==> config.mk <==
export PLATFORM = sky130hd
export DESIGN_NAME = imm_gen_pipe
export DESIGN_NICKNAME = d
export VERILOG_FILES = /design/src/rtl/imm_gen_pipe.sv
export SDC_FILE = /design/constraint.sdc
export NUM_CORES = 1
export LEC_CHECK = 0
export CAP_MARGIN = 20
export CORE_UTILIZATION = 40
export CTS_CLUSTER_SIZE = 10
export DETAILED_ROUTE_END_ITERATION = 8
export GPL_ROUTABILITY_DRIVEN = 0
export PLACE_DENSITY_LB_ADDON = 0.15
export SLEW_MARGIN = 15
export SYNTH_ARGS = -nofsm -noshare
export SYNTH_HDL_FRONTEND = slang
export SYNTH_SLANG_ARGS = --single-unit
==> constraint.sdc <==
create_clock -name clk -period 4.1 [get_ports clk]
set_input_delay 1.025 -clock clk [delete_from_list [all_inputs] [get_ports clk]]
set_output_delay 1.025 -clock clk [all_outputs]
set_load 0.01 [all_outputs]
==> src/rtl/imm_gen_pipe.sv <==
// imm_gen_pipe: decode-stage immediate generator.
// The instruction's immediate field is decoded combinationally and then held in
// a two-entry valid/ready skid buffer (main output register + one overflow
// entry). A sideband tag travels alongside each immediate.
module imm_gen_pipe #(
  parameter int XLEN  = 32,
  parameter int TAG_W = 32
) (
  input  logic             clk,
  input  logic             rst_n,
  input  logic             flush,
  input  logic             in_valid,
  output logic             in_ready,
  input  logic [24:0]      in_instr,   // instr[31:7]; bit k of instr is in_instr[k-7]
  input  logic [2:0]       in_immsrc,
  input  logic [TAG_W-1:0] in_tag,
  output logic             out_valid,
  input  logic             out_ready,
  output logic [XLEN-1:0]  out_imm,
  output logic [TAG_W-1:0] out_tag,
  output logic             out_illegal
);

  typedef enum logic [1:0] {S_EMPTY, S_ONE, S_FULL} state_t;

  state_t           r_state, w_state_nxt;
  logic [XLEN-1:0]  w_imm, r_imm, r_sk_imm;
  logic [TAG_W-1:0] r_tag, r_sk_tag;
  logic             w_ill, r_ill, r_sk_ill;
  logic             w_acc, w_fire;
  logic             w_ld_main, w_ld_skid, w_sk_to_main;

  // Format decode: signed casts give sign extension, plain casts zero extension.
  always_comb begin
    w_imm = '0;
    w_ill = 1'b0;
    case (in_immsrc)
      3'b000: w_imm = XLEN'($signed(in_instr[24:13]));
      3'b001: w_imm = XLEN'($signed({in_instr[24:18], in_instr[4:0]}));
      3'b010: w_imm = XLEN'($signed({in_instr[24], in_instr[0], in_instr[23:18],
                                      in_instr[4:1], 1'b0}));
      3'b011: w_imm = XLEN'($signed({in_instr[24], in_instr[12:5], in_instr[13],
                                      in_instr[23:14], 1'b0}));
      3'b100: w_imm = XLEN'($signed({in_instr[24:5], 12'h000}));
      3'b101: w_imm = XLEN'(in_instr[12:8]);
      3'b110: w_imm = (XLEN == 64) ? XLEN'(in_instr[18:13]) : XLEN'(in_instr[17:13]);
      default: begin
        w_imm = '0;
        w_ill = 1'b1;
      end
    endcase
  end

  // Occupancy state register.
  always_ff @(posedge clk or negedge rst_n) begin
    if (!rst_n) r_state <= S_EMPTY;
    else        r_state <= w_state_nxt;
  end

  // Next occupancy; flush overrides every other transition.
  always_comb begin
    w_state_nxt = r_state;
    if (flush) begin
      w_state_nxt = S_EMPTY;
    end else begin
      case (r_state)
        S_EMPTY: if (w_acc) w_state_nxt = S_ONE;
        S_ONE: begin
          if (w_acc && !w_fire)      w_state_nxt = S_FULL;
          else if (!w_acc && w_fire) w_state_nxt = S_EMPTY;
        end
        S_FULL:  if (w_fire) w_state_nxt = S_ONE;
        default: w_state_nxt = S_EMPTY;
      endcase
    end
  end

  // Handshake outputs and datapath load enables, all derived from the state register
  // so in_ready never sees out_ready combinationally.
  always_comb begin
    out_valid    = (r_state != S_EMPTY);
    in_ready     = (r_state != S_FULL);
    w_acc        = in_valid && in_ready && !flush;
    w_fire       = out_valid && out_ready;
    w_ld_main    = w_acc && ((r_state == S_EMPTY) || ((r_state == S_ONE) && w_fire));
    w_ld_skid    = w_acc && (r_state == S_ONE) && !w_fire;
    w_sk_to_main = !flush && (r_state == S_FULL) && w_fire;
  end

  // Data registers only move on accept or on skid-to-main promotion.
  always_ff @(posedge clk or negedge rst_n) begin
    if (!rst_n) begin
      r_imm    <= '0;
      r_tag    <= '0;
      r_ill    <= 1'b0;
      r_sk_imm <= '0;
      r_sk_tag <= '0;
      r_sk_ill <= 1'b0;
    end else begin
      if (w_ld_main) begin
        r_imm <= w_imm;
        r_tag <= in_tag;
        r_ill <= w_ill;
      end else if (w_sk_to_main) begin
        r_imm <= r_sk_imm;
        r_tag <= r_sk_tag;
        r_ill <= r_sk_ill;
      end
      if (w_ld_skid) begin
        r_sk_imm <= w_imm;
        r_sk_tag <= in_tag;
        r_sk_ill <= w_ill;
      end
    end
  end

  assign out_imm     = r_imm;
  assign out_tag     = r_tag;
  assign out_illegal = r_ill;

endmodule
; After elaboration in Yosys (flattened, before gate mapping)
; Index checks and enable logic that the tools add are counted.
[totals]
register_bits = 132
input_bits = 65
word_cells = 54
[classes]
eq_ne = 12
muxes = 14
n_reduce_logical = 21
[ops]
columns = operator, n
row1 = $pmux 32 s7, 1
row2 = $mux 32, 4
row3 = $logic_and 1x1->1, 11
row4 = $mux 2, 5
row5 = $eq 3x3->1 const B, 3
row6 = $reduce_or 7->1, 1
row7 = $eq 3x2->1 const B, 2
row8 = $ne 3x3->1 const B, 2
row9 = $pmux 2 s3, 1
row10 = $ne 4x4->1 const B, 1
row11 = $reduce_bool 2->1, 2
row12 = $eq 3x1->1 const B, 1
row13 = $logic_not 1->1, 3
row14 = $logic_not 3->1, 1
row15 = $mux 1, 3
row16 = $reduce_and 3->1, 1
row17 = $eq 2x1->1 const B, 1
row18 = $eq 2x2->1 const B, 1
row19 = $logic_not 2->1, 1
row20 = $ne 2x2->1 const B, 1
row21 = $logic_or 1x1->1, 1

; Depth between registers and ports, before layout
; Gate-level depths: netlist of the first run.
[depth]
word_depth = 9
mapped_depth = 6
ltp_nobuf = 4

; Least setup slack after synthesis of the first run
; Ideal clock, no wire load.
[synth_path]
path_type = input to register
start = input in_immsrc[1]
end = register r_sk_imm[3]
cell_stages = 5
path_slack_ns = 1.956
required_ns = 3.975
n_path_buf = 1
t_arrival_ns = 2.019
path_cell_list = buf_2 > xor2_2 > mux2i_1 > mux2i_1 > mux2_4
[synth_via]
elab_chain_cells = 2
[synth_rtl]
columns = item, line
row1 = start: declaration, 15  ; input logic [2:0] in_immsrc,
row2 = "$eq 3x3->1, or another cell as far along", 37  ; case (in_immsrc)
row3 = $pmux 32 s7 (*), 37
row4 = end signal: assignment, 110  ; r_sk_imm <= w_imm;
row5 = end: declaration, 27  ; logic [XLEN-1:0] w_imm, r_imm, r_sk_imm;
; Every way passes the cells marked *; elsewhere a longest branch is shown, timed or not.
; A chain may end at the register's enable or synchronous reset.

; Final worst setup path of the first run
[layout_path]
start = input in_valid
end = register r_sk_imm[22]
[layout_via]
elab_chain_cells = 4
[layout_rtl]
columns = item, line
row1 = start: declaration, 12  ; input logic in_valid,
row2 = $logic_and 1x1->1 (2 in series), 83  ; w_acc = in_valid && in_ready && !flush;
row3 = $logic_and 1x1->1 (2 in series), 86  ; w_ld_skid = w_acc && (r_state == S_ONE) && !w_fire;
; No other way between the ends.

==> results.md, run 1 <==
* Status: finished, final reports clean
* Setup violations, final at 0
* Proportion of layout cells with a drive suffix above 1 at 0.133
* Clock power share at 0.381
* Row cnt at 43
* Layout area overhead at 35.6%
* Crit end category: register
* Port-buffer cells at 131
* Peak VDD IR at 0.278 mV
* RSZ-0062 raised after global routing: no
* P_sw at 1.05 mW
* Die height at 123 um
* Clk root buf: clkbuf_16
* CP startpoint kind: input pin
* Drt total wl at 14.1 mm
* P_leak at 3.63 nW
* Syn Area/Cell at 11.3 um2
* Skew final at 0.00695 ns
* Arrival @ worst endpoint at 3.13 ns
* Critical path's top delay family: simple AND/OR/NAND/NOR gates
* Antenna viol nets, final at 0
* CP required at 4.39 ns
* Bufs on Longest Clock Path at 2
* Placed wire-length estimate at 8.86 mm
* Initial Util at 0.415
* Total number of vias at 4465
* DIE WIDTH at 123 um
* Wire per inst at 16.9 um
* Crit share post-route at 0.693
* Vias in the first global route at 4477
* Multi-input logic area at 0.00235 mm2
* Largest net degree at the start of global routing at 115
* Hold Vio Cnt, Final at 0
* Post-Syn Nets at 583
* Register area at 0.00330 mm2
* Synthesized area at 0.00585 mm2
* Global-route wire length before repair at 23.1 mm
* Post_cts resized at 0
* Slew HR at 0.408
* Comb pwr share at 0.199
* CTS clock-pin slew for the worst setup and hold paths at 0.06 ns
* Diode count at 0
* Postcts setup bufs at 0
* Synth warn at 0
* I/O pin cnt at 132
* Worst-skew pair later-pin latency at 0.41 ns
* F_max at 352 MHz
* CTS sink cnt at 132
* Met1 usage at 0.281
* Post-synthesis sequential area ratio at 0.564
* Crit path kind: in2reg
* Tot GR Track Use at 0.198
* Post-route DRC at 0
* FF+latch count, synth at 132
* Grt met3 use at 0.0494
* Post-route cell area at 0.00794 mm2
* Tmin final at 2.84 ns
* Syn Inst Count at 518
* Pwr Density at 519 mW/mm2
* Die area at 0.0151 mm2
* CTS tree: done
* Grt ovf at 0
* Htree depth at 4
* CTS Hold Bufs at 0
* Internal Pwr Total at 3.07 mW
* Final Slew Violations at 0
* Busiest layer in global routing: met2
* Setup TNS at 0 ns
* # fillers at 1186
* GR Util met2 at 0.297
* DR iter-0 viols at 352
* Switching Share at 0.254
* Worst-path fanout max at 53
* Worst-path cell with the longest stage delay: nand2_4
* # Max-Cap Violations at 0
* Number of vias per cell at 5.35
* Least-Margin Pin Slew at 0.888 ns
* CP cell instances: clkdlybuf4s50_1 -> nor3b_2 -> nand2_4 -> buf_4 -> nand2_1 -> o21ai_1
* Pre-antenna DRT Iters at 5
* HP Class: reg2reg
* CP max stage delay at 0.56 ns
* Sequential share of power at 0.420
* Synth cell types at 31
* Buf/Inv on CP at 2
* Total CTS buffers at 17
* Core Region at 0.0141 mm2
* Area post-placement at 0.00729 mm2
* Antenna violations before repair at 0
* Fin nets at 707
worst register-to-register path, cell delays in order (launching register included):
cell and delay (ns):
dfrtp_1 0.45, nor3b_2 0.45, nand2_4 0.56, buf_4 0.47, nand2_1 0.08, o21ai_1 0.07
cell type report:
type | count | share of cell area
Timing Repair Buffer | 145 | 0.181
Multi-Input combinational cell | 346 | 0.296
Tap cell | 180 | 0.0284
Clock buffer | 21 | 0.0592
Clock inverter | 11 | 0.0189
Sequential cell | 132 | 0.416
power groups by stage:
stage,logic (mW),clock network (mW),registers [mW]
CTS,0.829,1.60,1.73
global placement,0.809,0,1.74
floorplan,0.384,0,1.76
finish,0.821,1.57,1.73
detailed placement,0.822,0,1.74
global route,0.904,1.66,1.76
cells by family after synthesis:
logic type / after synthesis / share of synthesized area
AOI/OAI and AO/OA: 161 / 0.181
xor gates and xnor gates: 1 / 0.00278
buffers and inverters: 40 / 0.0370
DFF: 132 / 0.564
muxes: 48 / 0.112
and+or+nand+nor: 136 / 0.103
path summary, 6_finish.rpt:
| path | start | to | slack [ns] | depth (start not counted) |
|---|---|---|---|---|
| setup / recovery | in_valid | r_sk_imm[22] | 1.26 | 6 |
| hold / removal | out_tag[8] | out_tag[8] | 0.47 | 2 |
| setup reg to reg | r_state[1] | r_sk_imm[22] | 1.90 | 5 |
| hold reg to reg | out_tag[8] | out_tag[8] | 0.47 | 2 |
| max in group asynchronous | rst_n | r_sk_imm[18] | 2.89 | 2 |
| min in group asynchronous | rst_n | r_sk_tag[10] | 0.52 | 1 |
placed cells by master, fill, tap and decap left out, drive strengths merged:
cell	netlist	final
dfrtp	132	132
clkdlybuf4s50	0	130
nand2	100	100
a22oi	56	56
o21ai	47	47
mux2	37	37
a21oi	28	28
clkbuf	15	21
buf	25	15
mux2i	11	11
a221o	10	10
nand2b	8	8
o22a	8	8
and2	8	8
nor2b	7	7
nor2	7	7
a22o	5	5
clkinvlp	0	5
a21o	4	4
bufinv	0	3
nor3b	2	2
a211oi	2	2
clkinv	0	2
or2	1	1
o21bai	1	1
xor2	1	1
and2b	1	1
nor3	1	1
and4bb	1	1
inv	0	1
stage by stage:
| step | std cells | util | total power, mW | hold WS (ns) | setup slack (ns) |
|---|---|---|---|---|---|
| 2_1_floorplan | 518 | - | 2.15 | 0.442 | 1.96 |
| 3_3_place_gp | 802 | 0.517 | 2.54 | 0.457 | 0.857 |
| 3_5_place_dp | 802 | 0.517 | 2.57 | 0.462 | 0.809 |
| 4_1_cts | 834 | 0.561 | 4.15 | 0.477 | 1.24 |
| 5_1_grt | 835 | 0.563 | 4.32 | 0.495 | 1.09 |
| 6_report | 835 | 0.563 | 4.12 | 0.470 | 1.26 |
Yosys cell counts:
master    number  share of area
o21bai_1       1         0.0013
clkbuf_1      14         0.0090
nor3_1         1        0.00085
a221o_1       10          0.017
o21ai_0        4         0.0034
nor3b_2        2         0.0043
a21o_1         4         0.0051
o21ai_1       43          0.037
nor2b_1        7         0.0075
dfrtp_1      132           0.56
a22oi_1       56          0.072
a211oi_1       2         0.0026
or2_2          1         0.0011
buf_6          5         0.0096
nand2_1      100          0.064
and2_1         7         0.0075
mux2_1         3         0.0058
buf_2         19          0.016
and2b_1        1         0.0013
a21oi_1       28          0.024
nor2_1         7         0.0045
buf_4          1         0.0013
a22o_1         5         0.0075
mux2i_1       11          0.019
and2_0         1         0.0011
nand2b_1       8         0.0085
mux2_4        34          0.087
clkbuf_2       1        0.00085
and4bb_1       1         0.0021
o22a_1         8          0.012
xor2_2         1         0.0028
registers in the layout (all words and copies together) (netlist names):
register	cells
r_sk_tag	32
out_imm	32
r_sk_ill	1
out_tag	32
r_state	2
out_illegal	1
r_sk_imm	32
per-layer routing:
| layer | share of wire | vias to the layer above |
|---|---|---|
| li1 | - | 2102 |
| met1 | 0.48 | 2185 |
| met2 | 0.45 | 165 |
| met3 | 0.058 | 13 |
| met4 | 0.010 | 0 |
| met5 | 0 | - |
No activity file was read; power rests on OpenSTA's default activity.
==> run 2, diff against run 1 <==
==> constraint.sdc (replaced) <==
create_clock -name clk -period 2.45 [get_ports clk]
set_input_delay 0.6125 -clock clk [delete_from_list [all_inputs] [get_ports clk]]
set_output_delay 0.6125 -clock clk [all_outputs]
set_load 0.01 [all_outputs]
==> run 2 against run 1 <==
Worst hold slack lost 0.29 ns. Register-to-register slack lost 1.1 ns. Clock power grew 59%. Largest power group unchanged. Highest routed layer unchanged.
==> results.md, run 2 (synthesized netlist as in run 1, its figures left out) <==
* Internal Pwr Total at 5.10 mW (+66%)
* Die area at 0.0151 mm2 (unchanged)
* Layout area overhead at 38.0%
* Bufs on Longest Clock Path at 2 (unchanged)
* Setup TNS at 0 ns (unchanged)
* Pwr Density at 842 mW/mm2 (+62%)
* Switching Share at 0.250 (-0.00373)
* Grt met3 use at 0.0512 (+0.00185)
* Drt total wl at 14.9 mm (+5.6%)
* Utilization after layout at 0.573 (+0.0100)
* Crit path kind: reg2out
* Post-route DRC at 0 (unchanged)
* Total number of vias at 4534 (+1.5%)
* Proportion of layout cells with a drive suffix above 1 at 0.141 (+0.00853)
* Initial Util at 0.415 (unchanged)
* Total CTS buffers at 17 (unchanged)
* Status: finished, final reports clean
* Pre-antenna DRT Iters at 8 (+3)
* Placed wire-length estimate at 9.57 mm (+8.1%)
* Global-route wire length before repair at 24.1 mm (+4.6%)
* Worst-skew pair later-pin latency at 0.41 ns (about the same)
* CP required at 1.84 ns (-2.55 ns)
* Clk root buf: clkbuf_16
* Grt ovf at 0 (unchanged)
* Area post-placement at 0.00750 mm2 (+2.9%)
* Multi-input logic area at 0.00235 mm2 (unchanged)
* Tmin final at 2.23 ns
* Busiest layer in global routing: met2
* CTS sink cnt at 132 (unchanged)
* HP Class: in2async
* Arrival @ worst endpoint at 1.62 ns (-1.51 ns)
* DIE WIDTH at 123 um (unchanged)
* Diode count at 0 (unchanged)
* Slew HR at 0.536 (+0.128)
* Postcts setup bufs at 0 (unchanged)
* Antenna viol nets, final at 0 (unchanged)
* CTS tree: done
* Met1 usage at 0.292 (+0.0110)
* Number of vias per cell at 5.37 (+0.34%)
* Hold Vio Cnt, Final at 0 (unchanged)
* Port-buffer cells at 131 (unchanged)
* Register area at 0.00330 mm2 (unchanged)
* Wire per inst at 17.6 um (+4.3%)
* Clock power share at 0.368 (-0.013)
* Setup violations, final at 0 (unchanged)
* Antenna violations before repair at 0 (unchanged)
* CTS Hold Bufs at 0 (unchanged)
* Crit end category: primary output
* # Max-Cap Violations at 0 (unchanged)
* F_max at 448 MHz
* Fin nets at 719 (+1.7%)
* Commonest non-fill, non-tap cells in the layout: dfrtp_1, clkdlybuf4s50_1, nand2_1, a22oi_1, o21ai_1
* # fillers at 1190 (+0.34%)
* Tot GR Track Use at 0.211 (+0.0132)
* CP startpoint kind: register
* Largest net degree at the start of global routing at 62 (-46%)
* Die height at 123 um (unchanged)
* Post_cts resized at 0 (unchanged)
* Sequential share of power at 0.426 (+0.006)
* CTS clock-pin slew for the worst setup and hold paths at 0.06 ns (about the same)
* I/O pin cnt at 132 (unchanged)
* Comb pwr share at 0.207 (+0.008)
* Vias in the first global route at 4559 (+1.8%)
* Least-Margin Pin Slew at 0.693 ns (-0.195 ns)
* Worst-path fanout max at 7 (-87%)
* Post-route cell area at 0.00808 mm2 (+1.8%)
* Htree depth at 4 (unchanged)
* DR iter-0 viols at 284 (-19%)
* Core Region at 0.0141 mm2 (unchanged)
* GR Util met2 at 0.326 (+0.0295)
* Crit share post-route at 0.912
* Skew final at 0.00559 ns (-0.00136 ns)
* Peak VDD IR at 0.523 mV (+88%)
* RSZ-0062 raised after global routing: no
* P_leak at 3.73 nW (+2.5%)
* P_sw at 1.70 mW (+63%)
* Row cnt at 43 (unchanged)
* Commonest non-fill, non-tap cell in the layout: dfrtp_1
* Final Slew Violations at 0 (unchanged)
-- run 2: changes by cell type in the layout (fill, tap and decap cells not counted), moves of 2 or more --
| cell | change |
|---|---|
| clkinvlp_4 | -5 |
| clkbuf_8 | +2 |
| buf_12 | +9 |
| buf_4 | +4 |
| clkbuf_1 | +3 |
-- run 2: routing by layer --
layer,vias to the layer above,wire length (um)
met4,0,141
li1,2123,-
met5,-,0
met3,12,845
met1,2242,7080
met2,157,6840
-- run 2: metrics by stage --
stage          instances  hold slack, ns  total power, mW  setup slack, ns
2_1_floorplan        518           0.317             3.59            0.719
5_1_grt              845           0.211             7.16            0.166
4_1_cts              845           0.207             6.87            0.198
3_5_place_dp         815           0.462             4.33           0.0486
6_report             845           0.185             6.80            0.217
3_3_place_gp         815           0.457             4.29           0.0787
-- run 2: path summary, 6_finish.rpt --
| path | slack [ns] | start | cells past startpoint | end |
|---|---|---|---|---|
| hold / removal | 0.18 | rst_n | 1 | out_tag[10] |
| setup / recovery | 0.22 | r_state[1] | 2 | out_valid |
| max in group asynchronous | 1.61 | rst_n | 2 | out_tag[12] |
| hold reg to reg | 0.47 | out_tag[8] | 2 | out_tag[8] |
| min in group clk | 0.47 | out_tag[8] | 2 | out_tag[8] |
| setup reg to reg | 0.77 | r_state[1] | 5 | out_imm[5] |
-- run 2: worst max-delay path, stage by stage (launching register included) --
cell	delay [ns]
dfrtp_1	0.44
or2_2	0.29
clkdlybuf4s50_1	0.47
-- run 2: power by group through the flow --
stage                     Sequential [mW]  Combinational [mW]  Clock [mW]
after floorplan                      2.95               0.642           0
after global placement               2.90                1.39           0
after detailed placement             2.92                1.41           0
after CTS                            2.89                1.43        2.55
after global routing                 2.95                1.54        2.66
final                                2.89                1.41        2.50
-- run 2: area by class of cell --
class                      instances  area share
timing repair buffer             157       0.200
multi-input combinational        346       0.291
tap                              180      0.0279
clock inverter                     4     0.00867
sequential                       132       0.409
clock buffer                      26      0.0630
==> run 3, diff against run 2 <==
--- a/config.mk
+++ b/config.mk
@@ -5,7 +5,6 @@
 export SDC_FILE = /design/constraint.sdc
 export NUM_CORES = 1
 export LEC_CHECK = 0
-export CAP_MARGIN = 20
 export CORE_UTILIZATION = 40
 export CTS_CLUSTER_SIZE = 10
 export DETAILED_ROUTE_END_ITERATION = 8
==> results of run 3 <==
Same layout as run 2: the final DEF is identical, and so are final timing and power.
